==> config.mk <==
export PLATFORM = sky130hd
export DESIGN_NAME = cube_move_engine
export DESIGN_NICKNAME = d
export VERILOG_FILES = /design/src/rtl/cube_move_engine.sv
export SDC_FILE = /design/constraint.sdc
export NUM_CORES = 1
export LEC_CHECK = 0
export ABC_AREA = 1
export BUFFER_PORTS_ARGS = -buffer_cell sky130_fd_sc_hd__buf_2
export CAP_MARGIN = 20
export CORE_MARGIN = 8
export CORE_UTILIZATION = 60
export DETAILED_ROUTE_END_ITERATION = 12
export PLACE_DENSITY_LB_ADDON = 0.1
export SLEW_MARGIN = 20
export SYNTH_ARGS = -nofsm -noshare
export SYNTH_HDL_FRONTEND = slang
export SYNTH_SLANG_ARGS = --single-unit
==> constraint.sdc <==
create_clock -name clk -period 10.1 [get_ports clk]
set_input_delay 2.02 -clock clk [delete_from_list [all_inputs] [get_ports clk]]
set_output_delay 2.02 -clock clk [all_outputs]
set_load 0.1 [all_outputs]
==> src/rtl/cube_move_engine.sv <==
// cube_move_engine
//   Move-execution sequencer in front of the cube register file. It accepts
//   one face-turn command and reads the three colour planes. It applies the
//   turn one quarter turn per cycle as a 24-bit sticker permutation, then
//   writes the planes back. Finally it compares them with the ideal planes
//   to report whether the cube is solved.
//
// Ports
//   clk, rst          clock, asynchronous active-high reset
//   cmd_valid/ready   command handshake (accepted when both high at posedge)
//   cmd_face          0 = U face, 1 = R face
//   cmd_turns         clockwise quarter turns, 0..3
//   src0/src1         register file read addresses
//   data0/data1       register file read data (combinational from src0/src1)
//   dst/we/data       register file write port
//   busy              command in progress
//   done              one-cycle pulse when a command completes
//   solved            planes matched the ideal planes at the last completion
//   move_count        total quarter turns applied (wraps)
//
// Sticker bit i = 4*face + pos, with faces U=0 D=1 F=2 B=3 L=4 R=5 and
// pos 0=TL 1=TR 2=BR 3=BL seen head-on. The permutation indices below are
// hard-wired for that 24-sticker layout.

module cube_move_engine #(
  parameter int PLANE_W    = 24,
  parameter int REG_PLANE0 = 0,
  parameter int REG_IDEAL0 = 9
) (
  input  logic               clk,
  input  logic               rst,
  input  logic               cmd_valid,
  output logic               cmd_ready,
  input  logic               cmd_face,
  input  logic [1:0]         cmd_turns,
  output logic [3:0]         src0,
  output logic [3:0]         src1,
  input  logic [PLANE_W-1:0] data0,
  input  logic [PLANE_W-1:0] data1,
  output logic [3:0]         dst,
  output logic               we,
  output logic [PLANE_W-1:0] data,
  output logic               busy,
  output logic               done,
  output logic               solved,
  output logic [15:0]        move_count
);

  localparam logic [3:0] PLANE0_A = 4'(REG_PLANE0);
  localparam logic [3:0] PLANE1_A = 4'(REG_PLANE0 + 1);
  localparam logic [3:0] PLANE2_A = 4'(REG_PLANE0 + 2);
  localparam logic [3:0] IDEAL0_A = 4'(REG_IDEAL0);
  localparam logic [3:0] IDEAL1_A = 4'(REG_IDEAL0 + 1);
  localparam logic [3:0] IDEAL2_A = 4'(REG_IDEAL0 + 2);

  typedef enum logic [3:0] {
    S_IDLE, S_RD01, S_RD2, S_PERM, S_WR0, S_WR1, S_WR2, S_CK01, S_CK2, S_DONE
  } state_t;

  state_t             state, state_next;
  logic               face_q;
  logic [1:0]         turns_q;
  logic [PLANE_W-1:0] p0, p1, p2;
  logic               eq01, eq2;

  // One clockwise quarter turn of the selected face, applied to one plane.
  function automatic logic [PLANE_W-1:0] quarter_turn(input logic face,
                                                      input logic [PLANE_W-1:0] s);
    logic [PLANE_W-1:0] n;
    n = s;
    if (!face) begin
      // U face rotates in place.
      n[1]  = s[0];  n[2]  = s[1];  n[3]  = s[2];  n[0]  = s[3];
      // Top rows of the side faces: F -> L -> B -> R -> F.
      n[16] = s[8];  n[17] = s[9];
      n[12] = s[16]; n[13] = s[17];
      n[20] = s[12]; n[21] = s[13];
      n[8]  = s[20]; n[9]  = s[21];
    end else begin
      // R face rotates in place.
      n[21] = s[20]; n[22] = s[21]; n[23] = s[22]; n[20] = s[23];
      // Right column F -> U -> B -> D -> F. B is viewed from behind, so its
      // left column (pos 0/3) is the one adjacent to R, and it flips.
      n[1]  = s[9];  n[2]  = s[10];
      n[15] = s[1];  n[12] = s[2];
      n[6]  = s[15]; n[5]  = s[12];
      n[10] = s[5];  n[9]  = s[6];
    end
    return n;
  endfunction

  // State register.
  always_ff @(posedge clk or posedge rst) begin
    if (rst) state <= S_IDLE;
    else     state <= state_next;
  end

  // Next-state logic. PERM exits when the remaining-turn counter is on its
  // last turn, so PERM lasts exactly the requested number of cycles.
  always_comb begin
    state_next = state;
    case (state)
      S_IDLE:  if (cmd_valid) state_next = S_RD01;
      S_RD01:  state_next = S_RD2;
      S_RD2:   state_next = (turns_q != 2'd0) ? S_PERM : S_WR0;
      S_PERM:  if (turns_q == 2'd1) state_next = S_WR0;
      S_WR0:   state_next = S_WR1;
      S_WR1:   state_next = S_WR2;
      S_WR2:   state_next = S_CK01;
      S_CK01:  state_next = S_CK2;
      S_CK2:   state_next = S_DONE;
      S_DONE:  state_next = S_IDLE;
      default: state_next = S_IDLE;
    endcase
  end

  // Register-file port and status outputs, decoded from state alone so that
  // an asynchronous reset drops the write enable immediately.
  always_comb begin
    cmd_ready = 1'b0;
    busy      = 1'b1;
    src0      = '0;
    src1      = '0;
    dst       = '0;
    we        = 1'b0;
    data      = '0;
    done      = 1'b0;
    case (state)
      S_IDLE: begin
        cmd_ready = 1'b1;
        busy      = 1'b0;
      end
      S_RD01: begin
        src0 = PLANE0_A;
        src1 = PLANE1_A;
      end
      S_RD2:  src0 = PLANE2_A;
      S_WR0: begin
        we   = 1'b1;
        dst  = PLANE0_A;
        data = p0;
      end
      S_WR1: begin
        we   = 1'b1;
        dst  = PLANE1_A;
        data = p1;
      end
      S_WR2: begin
        we   = 1'b1;
        dst  = PLANE2_A;
        data = p2;
      end
      S_CK01: begin
        src0 = IDEAL0_A;
        src1 = IDEAL1_A;
      end
      S_CK2:  src0 = IDEAL2_A;
      S_DONE: done = 1'b1;
      default: ;
    endcase
  end

  // Datapath: command capture, plane buffers, permutation, comparison.
  always_ff @(posedge clk or posedge rst) begin
    if (rst) begin
      face_q     <= 1'b0;
      turns_q    <= 2'd0;
      p0         <= '0;
      p1         <= '0;
      p2         <= '0;
      eq01       <= 1'b0;
      eq2        <= 1'b0;
      solved     <= 1'b0;
      move_count <= 16'd0;
    end else begin
      case (state)
        S_IDLE: begin
          if (cmd_valid) begin
            face_q  <= cmd_face;
            turns_q <= cmd_turns;
          end
        end
        S_RD01: begin
          p0 <= data0;
          p1 <= data1;
        end
        S_RD2:  p2 <= data0;
        S_PERM: begin
          p0         <= quarter_turn(face_q, p0);
          p1         <= quarter_turn(face_q, p1);
          p2         <= quarter_turn(face_q, p2);
          turns_q    <= turns_q - 2'd1;
          move_count <= move_count + 16'd1;
        end
        S_CK01: eq01   <= (p0 == data0) && (p1 == data1);
        S_CK2:  eq2    <= (p2 == data0);
        S_DONE: solved <= eq01 && eq2;
        default: ;
      endcase
    end
  end

endmodule
== Word level (Yosys, flattened, before mapping) ==
Index checks and enable logic that the tools add are counted.
Widths: inputs -> output; s select.
Cells by class
  reduce and logical (&&, ||, !) cells: 17
  add/subtract/negate cells: 2
  mux-type cells: 56
  bitwise operators: 1
  eq/ne operators: 17
Operator list (count)
  $pmux 24 s2: 3
  $eq 24x24->1: 3
  $pmux 24 s3: 1
  $pmux 4 s9: 1
  $mux 2: 16
  $mux 1: 28
  $reduce_and 2->1: 9
  $add 16x1->16 const B: 1
  $eq 4x3->1 const B: 4
  $pmux 4 s3: 1
  $eq 4x2->1 const B: 2
  $eq 4x4->1 const B: 2
  $mux 4: 2
  $ne 2x2->1 const B: 4
  $pmux 2 s2: 2
  $pmux 4 s2: 1
  $reduce_bool 2->1: 4
  $eq 4x1->1 const B: 1
  $logic_not 4->1: 1
  $mux 3: 1
  $reduce_or 3->1: 1
  $eq 2x1->1 const B: 1
  $logic_and 1x1->1: 2
  $sub 2x1->2 const B: 1
  $not 1->1: 1
Storage, ports and cells
  logic and storage cells: 112
  bits in registers: 98

== Longest topological paths before layout ==
  depth in word-level cells: 3
  gate-level depth with buffers: 10
  depth with buffers taken out: 10

== Worst setup path after synthesis ==
OpenSTA, ideal clock, no wires.
  path type: reg2out
  start point: register state[0]
  end point: output port done
  path slack: 4.571 ns
  data arrival time: 3.509 ns
  required time: 8.080 ns
  buffers on the path: 0
  cell stages (with the launch flop): 3
  cells stage by stage: dfrtp_1 > inv_1 > nor4_1
Between the ends
  word-level cells in the longest chain between the ends: 2
Ends and longest elaborated chain
  start: declaration: RTL line 60  | state_t state, state_next;
  start signal: assignment: RTL line 95  | else state <= state_next;
  $eq 4x4->1: RTL line 128  | case (state)
  $mux 1: RTL line 128
  end: declaration: RTL line 44  | output logic done,
No other way between the ends.

== Worst setup path after layout ==
  start point: register state[0]
  end point: output port data[10]
Between the ends
  word-level cells in the longest chain between the ends: 2
  elaborated cells on any way between the ends: 4
  classes of those cells: eq/ne (3); mux (1)
Ends and longest elaborated chain
  $eq 4x3->1: RTL line 128
  $pmux 24 s3 (*): RTL line 128
  end: declaration: RTL line 42  | output logic [PLANE_W-1:0] data,
Every way passes the cells marked *; elsewhere a longest branch is shown, timed or not.

==> reports/qor.txt <==
Status: finished clean
Port bufs: 106
Critical path's slowest cell: nand2_1
Slew headroom: 0.2632
First-pass GRT wire length: 28.73 mm
Worst R2R Start: state[3]$_DFFE_PP0P_
Antenna Violating Nets Remaining: 0
Mux contribution to synthesized area: 0
CP Cell Sequence: inv_1, nor2_1, nand2_1, o221ai_1, buf_2
WL final: 17.89 mm
Psw: 0.001499 W
Yosys reg bits: 98
Largest net degree at the start of global routing: 67
DRT iter0 DRCs: 673
TritonCTS Buffers: 9
Slew @ Worst Pin: 1.102 ns
Non-Filler Instances: 1059
Worst hold stages: 1
Avg Cell Area, Syn: 7.442 um2
Arr. time, crit path: 2.81 ns
Cell count of the worst reg-to-reg path: 7
Initial antenna violation count: 0
Worst vdd ir: 220.9 uV
Die Span X: 117.3 um
Fmax: 0.2070 GHz
H-tree levels: 3
Fin. max-slew vios: 0
Hold endpoint: move_count[15]$_DFFE_PP0P_
Post-synthesis adder-cell area fraction: 0.006091
Final Critical Period: 4.831 ns
Dominant cells by area after synthesis: dfrtp_1 (40%), nand2_1 (16%), inv_1 (6.5%)
Seq/Total Area, Yosys: 0.3980
Critical Path RT: 8.08 ns
Max Cap Viol: 0
Final Cell Area: 6873 um2
Number of clock sinks: 98
Final worst-path cycle share: 0.4783
Simple-gate share of the synthesized area: 0.2587
DIE AREA: 13770 um2
Synth cell count leaders: nand2_1 (256), inv_1 (106), dfrtp_1 (98)
CTS root buf: clkbuf_8
XOR/XNOR Fraction of Synth Area: 0.08102
Post-cts resize count: 0
Routability Congestion: 0.9160
Post-synthesis compound-gate area fraction: 0.1503
Worst Setup End Kind: primary output
Hold_sp: move_count[15]$_DFFE_PP0P_
Gate power share: 0.601
Hold crit path type: reg2reg
WHS: 0.4674 ns
Internal cell power: 0.001047 W
R2R Setup Slk: 7.78 ns
Pwr dens: 370.5 nW/um2
DRT Pass-1 Iters: 7
Post-detail-place hpwl: 13.21 mm
Leading area contributor after synthesis: dfrtp_1
Place WS: 5.535 ns
RSZ-0062 raised after global routing: no
Gr usage total: 0.2545
Yosys Warn Count: 0
Final hold violations: 0
Critical-path maximum fanout: 23
Setup_tns: 0 ns
Largest family of logic cells by synthesized area: simple AND/OR/NAND/NOR gates
Post-placement cell count: 1043
Vias post-DR: 5863
Starting density of the core: 0.6078
Layout cells sized above 1: 0.1658
Vias in the first global route: 5643
Prevailing post-synth register cell: dfrtp_1
Grt total ovfl: 0
CTS tree: yes
Worst setup margin: 5.269 ns
Drt wl/cell: 16.90 um
Number of flops mapped to enable cells by yosys: 0
Mapped Area: 6162 um2
Sw frac: 0.5887
I/O pin count: 111
Setup bufs post-CTS: 0
Most common cell in the netlist: nand2_1
Worst Clk Skew: 0.008781 ns
Yosys cell types: 38
# rows: 37
DRC: 0
Final antenna diode count: 0
Clock power share: 0.105
Fill cell count: 913
Power share of the sequential group: 0.293
Clk_lat worst skew: 0.37 ns
Asr flop ratio synth: 1.000
Area grow syn2layout: 11.53%
Core area: 10140 um2
Longest Clk Path Bufs: 2
NumNets Final: 975
Final Setup Violations: 0
R2r endpoint: state[1]$_DFFE_PP0P_
DP Area: 6665 um2
Die Span Y: 117.3 um
Mapped Cells: 828
Clock-pin slew on the worst setup and hold paths: 0.10 ns
# hold bufs at CTS: 0
Area share of the largest cell type after synthesis: 0.3980
Setup crit start kind: flip-flop
Leak Pwr: 3.540 nW
Via density: 5.536
CP Class: reg2out
Crit-path max cell delay: 0.67 ns
-- cell type report --
class	instances	area [um2]	share of cell area
Sequential cell	98	2452	0.3568
Tap cell	136	170.2	0.02476
Inverter	112	425.4	0.06190
Multi-Input combinational cell	589	3074	0.4473
Timing Repair Buffer	108	545.5	0.07937
Clock inverter	4	50.05	0.007282
Clock buffer	12	155.1	0.02257
-- cells in the final DEF, fill, tap and decap left out, drive strengths merged --
cell,instances
nand2,266
inv,112
o221ai,19
dfrtp,98
xnor2,44
nor2,68
bufinv,1
a21oi,25
o211ai,13
a31oi,10
clkinv,1
or2,3
a22oi,14
clkinvlp,2
clkbuf,12
o21ai,69
nor3,4
buf,108
a311oi,1
nor4,2
conb,4
xor2,13
a32oi,1
nand3,23
ha,3
nand4,7
-- power groups by stage --
| stage | clock network [W] | registers [W] | logic (W) |
|---|---|---|---|
| floorplan | 0 | 0.000766 | 0.00120 |
| global placement | 0 | 0.000740 | 0.00149 |
| detailed placement | 0 | 0.000746 | 0.00152 |
| CTS | 0.000272 | 0.000739 | 0.00152 |
| global route | 0.000285 | 0.000765 | 0.00165 |
| finish | 0.000268 | 0.000747 | 0.00153 |
-- per-stage QoR --
step / power, W / util
global placement: 0.002228 / 0.6574
floorplan: 0.001965 / -
global route: 0.002698 / 0.6779
CTS: 0.002534 / 0.6777
detailed placement: 0.002264 / 0.6574
finish: 0.002547 / 0.6779
-- flip-flops by register name, summed over array words and instances, names as in the netlist --
signal / count
eq2: 1
turns_q: 2
eq01: 1
solved: 1
p1: 24
move_count: 16
face_q: 1
state: 4
p0: 24
p2: 24
-- critical path, delay by kind of cell, from the launching register on --
| kind | cells | cell delay, ns |
|---|---|---|
| compound gates | 1 | 0.50 |
| buf+inv | 2 | 0.62 |
| flops | 1 | 0.46 |
| simple gates | 2 | 0.85 |
-- worst max path at each step --
| stage | startpoint | end | slack (ns) | cells past startpoint |
|---|---|---|---|---|
| floorplan | state[0]$_DFFE_PP0P_ | done | 4.57 | 2 |
| global placement | state[0]$_DFFE_PP0P_ | data[4] | 5.66 | 7 |
| detailed placement | state[0]$_DFFE_PP0P_ | data[14] | 5.54 | 7 |
| CTS | state[0]$_DFFE_PP0P_ | data[14] | 5.12 | 7 |
| global route | state[3]$_DFFE_PP0P_ | data[7] | 5.15 | 8 |
| finish | state[0]$_DFFE_PP0P_ | data[10] | 5.27 | 5 |
-- layer usage --
metal  part of all wire  vias up  wire length (um)  track usage
met5                  0        -                 0            0
met4              0.015        0               269      0.06650
met3              0.082       20              1467      0.05372
met2               0.47      236              8379       0.4062
met1               0.43     2784              7777       0.3428
li1                   -     2823                 -            -
-- cell families after synthesis --
| kind of cell | count (synthesis) |
|---|---|
| xor gates and xnor gates | 57 |
| buffers and inverters | 144 |
| DFF | 98 |
| other | 1 |
| and+or+nand+nor | 373 |
| AOI/OAI and AO/OA | 152 |
| adders and majority gates | 3 |
Note: power is estimated with default switching activity, not from simulation.
